==> src/rtl/riscv_simd_mac_unit_pkg.sv <==
// Opcode encodings and FSM state type shared by the SIMD MAC unit and its datapath.
// SMAC opcodes sit above the legacy MAC/convolution opcodes in the same operator field.
package riscv_simd_mac_unit_pkg;

    localparam int unsigned MAC_OP_WIDTH = 4;

    localparam logic [MAC_OP_WIDTH-1:0] MAC_OP     = 4'h0;
    localparam logic [MAC_OP_WIDTH-1:0] CON_2X2_OP = 4'h1;
    localparam logic [MAC_OP_WIDTH-1:0] CON_OP     = 4'h2;
    localparam logic [MAC_OP_WIDTH-1:0] WB23_OP    = 4'h3;
    localparam logic [MAC_OP_WIDTH-1:0] SMAC_DOTU  = 4'h4;
    localparam logic [MAC_OP_WIDTH-1:0] SMAC_DOTS  = 4'h5;
    localparam logic [MAC_OP_WIDTH-1:0] SMAC_ACCU  = 4'h6;
    localparam logic [MAC_OP_WIDTH-1:0] SMAC_ACCS  = 4'h7;
    localparam logic [MAC_OP_WIDTH-1:0] SMAC_CLR   = 4'h8;
    localparam logic [MAC_OP_WIDTH-1:0] SMAC_RD    = 4'h9;

    typedef enum logic [1:0] {
        IDLE,
        MULT,
        SUM,
        FINISH
    } smac_state_e;

    function automatic logic smac_is_dot_acc(input logic [MAC_OP_WIDTH-1:0] op);
        return (op == SMAC_DOTU) || (op == SMAC_DOTS) || (op == SMAC_ACCU) || (op == SMAC_ACCS);
    endfunction

    function automatic logic smac_is_ctl(input logic [MAC_OP_WIDTH-1:0] op);
        return (op == SMAC_CLR) || (op == SMAC_RD);
    endfunction

    function automatic logic smac_is_signed(input logic [MAC_OP_WIDTH-1:0] op);
        return (op == SMAC_DOTS) || (op == SMAC_ACCS);
    endfunction

    function automatic logic smac_is_acc(input logic [MAC_OP_WIDTH-1:0] op);
        return (op == SMAC_ACCU) || (op == SMAC_ACCS);
    endfunction

endpackage

==> src/rtl/riscv_simd_dot.sv <==
// Packed-SIMD dot-product datapath: lane multipliers, registered products and the
// reduction that sums them into an ACC_W-wide (zero- or sign-extended) dot value.
module riscv_simd_dot #(
    parameter int unsigned ELEM_W = 8,
    parameter int unsigned ACC_W  = 40
) (
    input  logic             clk,
    input  logic             rst_n,
    input  logic             mult_en,
    input  logic             is_signed,
    input  logic [31:0]      op_a,
    input  logic [31:0]      op_b,
    output logic [ACC_W-1:0] dot_sum
);

    localparam int unsigned NLANES = 32 / ELEM_W;
    localparam int unsigned PROD_W = 2 * ELEM_W;

    logic [PROD_W-1:0] prod_q [NLANES];

    // Low PROD_W bits of the extended product are exact for both signed and unsigned lanes.
    function automatic logic [PROD_W-1:0] lane_mul(input logic [ELEM_W-1:0] a,
                                                   input logic [ELEM_W-1:0] b,
                                                   input logic              sgn);
        logic [PROD_W-1:0] ae;
        logic [PROD_W-1:0] be;
        ae = {{ELEM_W{sgn & a[ELEM_W-1]}}, a};
        be = {{ELEM_W{sgn & b[ELEM_W-1]}}, b};
        return ae * be;
    endfunction

    function automatic logic [ACC_W-1:0] ext_prod(input logic [PROD_W-1:0] p,
                                                  input logic              sgn);
        return {{(ACC_W - PROD_W){sgn & p[PROD_W-1]}}, p};
    endfunction

    always_ff @(posedge clk or negedge rst_n) begin
        if (!rst_n) begin
            for (int unsigned i = 0; i < NLANES; i++) begin
                prod_q[i] <= '0;
            end
        end else if (mult_en) begin
            for (int unsigned i = 0; i < NLANES; i++) begin
                prod_q[i] <= lane_mul(op_a[i*ELEM_W +: ELEM_W], op_b[i*ELEM_W +: ELEM_W],
                                      is_signed);
            end
        end
    end

    // ACC_W leaves headroom for every lane sum, so the reduction cannot wrap.
    always_comb begin
        dot_sum = '0;
        for (int unsigned i = 0; i < NLANES; i++) begin
            dot_sum = dot_sum + ext_prod(prod_q[i], is_signed);
        end
    end

endmodule

==> src/rtl/riscv_simd_mac_unit.sv <==
// EX-stage packed-SIMD MAC unit: dot product, persistent accumulator with sticky
// overflow, optional 32-bit saturation, and the enable/ready/ex_ready handshake.
module riscv_simd_mac_unit
    import riscv_simd_mac_unit_pkg::*;
#(
    parameter int unsigned ELEM_W = 8,
    parameter int unsigned ACC_W  = 40,
    parameter bit          SAT_EN = 1'b1
) (
    input  logic                    clk,
    input  logic                    rst_n,
    input  logic                    enable_i,
    input  logic [MAC_OP_WIDTH-1:0] operator_i,
    input  logic [31:0]             operand_i1,
    input  logic [31:0]             operand_i2,
    input  logic                    ex_ready_i,
    output logic                    ready_o,
    output logic [31:0]             result_o,
    output logic                    active_o,
    output logic                    acc_ovf_o
);

    // Wide enough to sign-extend the accumulator and still see bit 31 overflow.
    localparam int unsigned EXT_W = (ACC_W > 32) ? ACC_W : 33;

    smac_state_e             state_q;
    logic [MAC_OP_WIDTH-1:0] op_q;
    logic [31:0]             opa_q;
    logic [31:0]             opb_q;
    logic [ACC_W-1:0]        acc_q;
    logic                    ovf_q;
    logic [31:0]             result_q;

    logic             accept;
    logic             start_dot;
    logic [ACC_W-1:0] dot_sum;
    logic [ACC_W-1:0] acc_sum;
    logic             add_ovf;

    function automatic logic [31:0] to_result(input logic [ACC_W-1:0] v);
        logic [EXT_W-1:0] w;
        logic             fits;
        w    = EXT_W'($signed(v));
        fits = (&w[EXT_W-1:31]) || !(|w[EXT_W-1:31]);
        if (SAT_EN && !fits) begin
            return w[EXT_W-1] ? 32'h8000_0000 : 32'h7fff_ffff;
        end
        return w[31:0];
    endfunction

    assign start_dot = smac_is_dot_acc(operator_i);
    assign accept    = (state_q == IDLE) && enable_i && (start_dot || smac_is_ctl(operator_i));

    assign acc_sum = acc_q + dot_sum;
    assign add_ovf = (acc_q[ACC_W-1] == dot_sum[ACC_W-1]) &&
                     (acc_sum[ACC_W-1] != acc_q[ACC_W-1]);

    riscv_simd_dot #(
        .ELEM_W (ELEM_W),
        .ACC_W  (ACC_W)
    ) u_dot (
        .clk       (clk),
        .rst_n     (rst_n),
        .mult_en   (state_q == MULT),
        .is_signed (smac_is_signed(op_q)),
        .op_a      (opa_q),
        .op_b      (opb_q),
        .dot_sum   (dot_sum)
    );

    always_ff @(posedge clk or negedge rst_n) begin
        if (!rst_n) begin
            state_q  <= IDLE;
            op_q     <= '0;
            opa_q    <= '0;
            opb_q    <= '0;
            acc_q    <= '0;
            ovf_q    <= 1'b0;
            result_q <= '0;
        end else begin
            unique case (state_q)
                IDLE: begin
                    if (accept) begin
                        op_q  <= operator_i;
                        opa_q <= operand_i1;
                        opb_q <= operand_i2;
                        if (start_dot) begin
                            state_q <= MULT;
                        end else begin
                            // CLR/RD need no datapath pass and complete on the accept edge.
                            state_q <= FINISH;
                            if (operator_i == SMAC_CLR) begin
                                acc_q    <= '0;
                                ovf_q    <= 1'b0;
                                result_q <= '0;
                            end else begin
                                result_q <= to_result(acc_q);
                            end
                        end
                    end
                end
                MULT: begin
                    state_q <= SUM;
                end
                SUM: begin
                    state_q <= FINISH;
                    if (smac_is_acc(op_q)) begin
                        acc_q    <= acc_sum;
                        ovf_q    <= ovf_q | add_ovf;
                        result_q <= to_result(acc_sum);
                    end else begin
                        result_q <= to_result(dot_sum);
                    end
                end
                FINISH: begin
                    if (ex_ready_i) begin
                        state_q <= IDLE;
                    end
                end
                default: begin
                    state_q <= IDLE;
                end
            endcase
        end
    end

    // Ready drops combinationally in the accept cycle so the EX stage stalls at once.
    assign ready_o   = ((state_q == IDLE) && !accept) || (state_q == FINISH);
    assign active_o  = (state_q != IDLE);
    assign result_o  = result_q;
    assign acc_ovf_o = ovf_q;

endmodule

==> config.mk <==
export PLATFORM = sky130hd
export DESIGN_NAME = riscv_simd_mac_unit
export DESIGN_NICKNAME = d
export VERILOG_FILES = /design/src/rtl/riscv_simd_mac_unit_pkg.sv /design/src/rtl/riscv_simd_dot.sv /design/src/rtl/riscv_simd_mac_unit.sv
export SDC_FILE = /design/constraint.sdc
export NUM_CORES = 1
export LEC_CHECK = 0
export ABC_AREA = 1
export BUFFER_PORTS_ARGS = -buffer_cell sky130_fd_sc_hd__buf_2
export CAP_MARGIN = 20
export CORE_ASPECT_RATIO = 1.75
export CORE_MARGIN = 1
export CORE_UTILIZATION = 40
export CTS_BUF_LIST = sky130_fd_sc_hd__clkbuf_8 sky130_fd_sc_hd__clkbuf_16
export DETAILED_ROUTE_END_ITERATION = 12
export PLACE_DENSITY = 0.58
export SLEW_MARGIN = 10
export SYNTH_ARGS = -nofsm -noshare
export SYNTH_HDL_FRONTEND = slang
export SYNTH_SLANG_ARGS = --single-unit
==> constraint.sdc <==
create_clock -name clk -period 8.05 [get_ports clk]
set_input_delay 0.4025 -clock clk [delete_from_list [all_inputs] [get_ports clk]]
set_output_delay 0.4025 -clock clk [all_outputs]
set_load 0.03 [all_outputs]
After elaboration in Yosys (flattened, before gate mapping)
Index checks and enable logic that the tools add are counted.
Operators by class
  reductions and logical operators: 32
  multiplexer cells: 39
  $mul: 4
  add/sub/neg operators: 4
  bitwise logic cells: 13
  eq/ne operators: 19
Operators with widths (count)
  32-bit 2-to-1 mux: 13
  40-bit 2-to-1 mux: 4
  40-bit adder: 3
  40-bit one-hot mux with 2 select lines: 1
  9-bit by 9-bit multiplier with 16-bit output: 4
  32-bit one-hot mux with 2 select lines: 1
  4-bit by 3-bit equality test with 1-bit output (second input constant): 7
  9-bit AND reduction: 3
  9-bit OR reduction: 3
  17-bit by 17-bit adder with 18-bit output: 1
  1-bit 2-to-1 mux: 15
  1-bit AND: 12
  1-bit logical OR: 11
  4-bit equality test (second input constant): 2
  2-bit != test (second input constant): 4
  2-bit one-hot mux with 4 select lines: 1
  2-bit 2-to-1 mux: 3
  5-bit AND reduction: 1
  2-bit equality test (second input constant): 2
  1-bit logical AND: 4
  1-bit zero test: 4
  2-bit AND reduction: 2
  2-bit nonzero test: 2
  3-bit AND reduction: 1
  7 further kinds: 7
Word-level totals
  bits in registers: 207
  input bits: 72

Longest topological paths before layout
  depth in word-level cells: 16
  mapped depth: 46
  mapped depth without buffers: 44

Modules after synthesis
From an unflattened synthesis, not the netlist that was laid out.
Unflattened totals
  cell total of the unflattened synthesis: 3578
  area, all modules: 25761.0 um^2
By module, submodules not included
  riscv_simd_dot: area each 15989.1 um^2, times used 1, sequential area each 1601.5 um^2, cells an instance 2108
  riscv_simd_mac_unit: area each 9771.9 um^2, times used 1, sequential area each 3578.4 um^2, cells an instance 1470

Worst setup path after synthesis
Ideal clock, no wire load.
  path type: register to register
  start: register u_dot.prod_q[32] (netlist name)
  end: register result_q[20] (netlist: result_o[20])
  cell stages (with the launch flop): 44
  period minus slack after synthesis: 5.895 ns
  slack: 2.155 ns
  library setup time: 0.073 ns
  data arrival time: 5.822 ns
  path buffers: 2
  path through: dfrtp_1 -> ha_1 -> fa_1 -> a21oi_1 -> o21bai_1 -> nand2_1 -> o211ai_1 -> a21oi_1 -> o21ai_0 -> nand2_1 -> a31oi_1 -> nand3_1 -> nand2_1 -> xor2_1 -> fa_1 -> inv_1 -> ha_1 -> nand2_1 -> (+8 left out) -> nand2_1 -> inv_1 -> a21oi_1 -> o21ai_0 -> a21oi_1 -> nand2_1 -> a21oi_2 -> inv_1 -> nand2_1 -> nand2_1 -> inv_2 -> nand2_2 -> buf_4 -> nand2_1 -> nand2_1 -> nand2_1 -> nand2_1 -> a21oi_2
Between the ends
  cells in the longest elaborated chain, start to end: 13
RTL lines
  start: declaration: line riscv_simd_dot.sv:19  | logic [PROD_W-1:0] prod_q [NLANES];
  start signal: indexed assignment: line riscv_simd_dot.sv:44  | prod_q[i] <= lane_mul(op_a[i*ELEM_W +: ELEM_W], op_b[i*ELEM_W +: ELEM_W],
  17-bit by 17-bit adder with 18-bit output (*): line riscv_simd_dot.sv:54  | dot_sum = dot_sum + ext_prod(prod_q[i], is_signed);
  40-bit adder (*) (2 in a row): line riscv_simd_dot.sv:54
  40-bit adder: line riscv_simd_mac_unit.sv:54  | assign acc_sum = acc_q + dot_sum;
  9-bit OR reduction: line riscv_simd_mac_unit.sv:44  | fits = (&w[EXT_W-1:31]) || !(|w[EXT_W-1:31]);
  1-bit zero test: line riscv_simd_mac_unit.sv:44
  1-bit logical OR: line riscv_simd_mac_unit.sv:44
  1-bit 2-to-1 mux: line riscv_simd_mac_unit.sv:45  | if (SAT_EN && !fits) begin
  1-bit 2-to-1 mux: line riscv_simd_mac_unit.sv:107  | if (smac_is_acc(op_q)) begin
  1-bit 2-to-1 mux: line riscv_simd_mac_unit.sv:81  | unique case (state_q)
  32-bit 2-to-1 mux: line riscv_simd_mac_unit.sv:48  | return w[31:0];
  32-bit 2-to-1 mux (*): line riscv_simd_mac_unit.sv:107
  32-bit one-hot mux with 2 select lines (*): line riscv_simd_mac_unit.sv:81
  end signal: assignment: line riscv_simd_mac_unit.sv:97  | result_q <= to_result(acc_q);
  end signal: assignment: line riscv_simd_mac_unit.sv:110  | result_q <= to_result(acc_sum);
  end signal: assignment: line riscv_simd_mac_unit.sv:112  | result_q <= to_result(dot_sum);
  end: declaration: line riscv_simd_mac_unit.sv:32  | logic [31:0] result_q;
Every way passes the cells marked *; elsewhere a longest branch is shown, timed or not. The select of a mux whose other input is x is not followed.
A chain may end at the register's enable or synchronous reset.

Worst setup path in the final report
  start: register u_dot.prod_q[52] (netlist name)
  end: register result_q[4] (netlist: result_o[4])
The elaborated chain is that of the path after synthesis.

==> reports/qor.txt <==
Async S/R FF share, synth: 1.000
Min-delay worst type: input pin to flip-flop
Clock Pin Slew Worst Setup and Hold Paths: 0.06 ns
Initial antenna violation count: 0
CP Data Required Time: 8.54 ns
Tmin final: 7.313 ns
Synthesis-stage register bit count: 207
Initial Util: 0.4068
Tcrit/Tclk final: 0.9085
Worst clock skew: 0.03542 ns
Slowest stage cell, crit path: fa_1
Die Ht: 332.6 um
Clock buffer depth: 3
Max Cap Viol: 0
First-pass GRT wire length: 112.9 mm
Top_reg_cell synth: dfrtp_1
Via count: 20,700
Synth area leader: fa_1
CP Max Fanout: 30
Clock sinks: 207
Sequential-to-total area share from yosys stat: 0.2073
Count of pins over their slew limit: 0
CTS root buf: clkbuf_16
I/O pins: 107
Setup crit end kind: flip-flop
Iteration-0 DRC Markers: 752
Top cell type's share of synthesized area: 0.2188
Num rows: 120
CP max stage delay: 0.48 ns
Port Buffers: 106
CTS tree: built
Pre-antenna DRT Iters: 6
Yosys warns: 0
Vias/cell: 4.902
WL/cell: 16.37 um
Fmax: 136.7 MHz
Gr usage total: 0.2273
Synth top area cells: fa_1 22%, dfrtp_1 21%, nand2_1 15%
Finish-stage setup viols: 0
Startpoint Class: flip-flop
Total Die Area: 63,500 um^2
Status: complete, no violations
Most common cell on crit path: nand2_1
CTS Buf Count: 25
Worst EP arrival: 7.80 ns
Congestion Overflow GR: 0
Largest net degree at the start of global routing: 85
WL final: 69.14 mm
Gpl congestion: 1.009
Critical path class: flip-flop to flip-flop
Area grow syn2layout: 9.150%
Setup TNS: 0 ns
Die W: 190.9 um
Core footprint: 61,410 um^2
DRC violations left: 0
Worst Tran Pin Value: 0.9730 ns
Later-pin clock latency in the skew report: 0.59 ns
Max transition margin: 0.3459
Cells after Synth: 3,367
Number of diodes: 0
Post-Syn Nets: 3,923
H-tree depth: 1
Share of cells above drive strength 1: 0.07464
Detail Placement HPWL: 55.22 mm
Number of global-route vias before repair: 21,870
Synth Cell Area: 24,980 um^2
Unrepaired setup endpoints after global routing: false
# nets final: 3,967
Final Hold Viols: 0
Distinct cells, synth: 44
Antenna Violating Nets Remaining: 0
Synth Area per Inst: 7.420 um^2
Fillcell total: 6,436
EDFF count, synth: 0
==> worst max-delay path, delay by kind of cell, from the launching register on <==
kind / cells / cell delay (ns)
simple gates: 28 / 3.66
fa+ha+maj: 4 / 1.64
compound gates: 7 / 1.16
flops: 1 / 0.40
buf+inv: 2 / 0.32
==> area by class of cell <==
type | instances | area (um^2) | area share
multi-input cells | 2323 | 16610 | 0.6092
flip-flops and latches | 207 | 5180 | 0.1900
inverters | 702 | 2635 | 0.09663
well taps | 793 | 992.2 | 0.03638
repair buffers | 152 | 968.4 | 0.03551
clock buffers | 28 | 666.9 | 0.02446
clock inverters | 18 | 214.0 | 0.007846
==> synthesized netlist by cell type (5+ instances only) <==
cell / number
nand2_1: 1030
inv_1: 697
fa_1: 273
ha_1: 211
dfrtp_1: 207
nor2_1: 191
o21ai_0: 129
a21oi_1: 127
clkbuf_1: 103
nand3_1: 77
xor2_1: 67
xnor2_1: 49
a21oi_2: 33
a31oi_1: 17
nor3_1: 15
o22ai_1: 14
or2_2: 14
nand2_2: 12
o21bai_1: 12
buf_2: 10
buf_1: 9
buf_6: 7
nand4_1: 7
a21o_1: 6
o31ai_1: 6
buf_4: 5
nor2_2: 5
==> flip-flops by register name (all words and copies together) (netlist names) <==
| signal | flops |
|---|---|
| u_dot.prod_q | 64 |
| acc_q | 40 |
| opa_q | 32 |
| opb_q | 32 |
| result_o | 32 |
| op_q | 4 |
| state_q | 2 |
| acc_ovf_o | 1 |
==> path summary, 6_finish.rpt <==
check	start	to	slack (ns)	cells past startpoint
max	u_dot.prod_q[52]	result_o[4]	0.74	41
min	operand_i2[3]	opb_q[3]	0.03	3
max reg2reg	u_dot.prod_q[52]	result_o[4]	0.74	41
min reg2reg	u_dot.prod_q[50]	u_dot.prod_q[50]	0.47	2
max in group asynchronous	rst_n	opb_q[5]	6.12	3
min in group asynchronous	rst_n	opb_q[25]	0.48	2
==> logic make-up (layout without fill, tap and decap cells) <==
| family | after synthesis | after routing | synth area share |
|---|---|---|---|
| AND/OR/NAND/NOR | 1364 | 1364 | 0.2156 |
| buffers and inverters | 837 | 900 | 0.1295 |
| adder cells (fa/ha/maj) | 484 | 484 | 0.3244 |
| AO/OA/AOI/OAI | 359 | 359 | 0.08248 |
| flip-flops | 207 | 207 | 0.2073 |
| XOR/XNOR | 116 | 116 | 0.04066 |
==> routing by layer <==
metal  GRT usage  wire length (um)  vias up
met5           0                 0        -
li1            -                 -    10190
met1      0.2394             25330     9984
met2      0.4440             38520      379
met3     0.01963              2099      148
met4      0.1026              3187        0
==> cell usage in the layout, fill, tap and decap left out, drive strengths merged, types with 25 or more instances in the layout <==
| master | n |
|---|---|
| a21oi | 160 |
| buf | 127 |
| clkbuf | 28 |
| dfrtp | 207 |
| dlygate4sd3 | 25 |
| fa | 273 |
| ha | 211 |
| inv | 705 |
| nand2 | 1042 |
| nand3 | 81 |
| nor2 | 197 |
| o21ai | 132 |
| xnor2 | 49 |
| xor2 | 67 |
==> stage by stage <==
step	std cells	instance area, um^2	worst slack (ns)	utilization	hold WS, ns
global route	4223	27270	0.06352	0.4441	0.03086
global placement	4151	26100	0.5812	0.4250	0.4597
floorplan	3367	24980	2.155	-	0.1069
finish	4223	27270	0.7366	0.4441	0.03347
detailed placement	4151	26100	0.5600	0.4250	0.4642
CTS	4222	27230	0.5307	0.4435	0.003948
==> timing repair <==
action                     CTS  global route
hold endpoints to repair   106             0
setup buffers                0             0
hold buffers                25             0
setup endpoints to repair    0            29
gates resized for setup      0             2
Power is not shown: default switching activity piles up to over one toggle a cycle in this logic, so the estimate is an artifact.
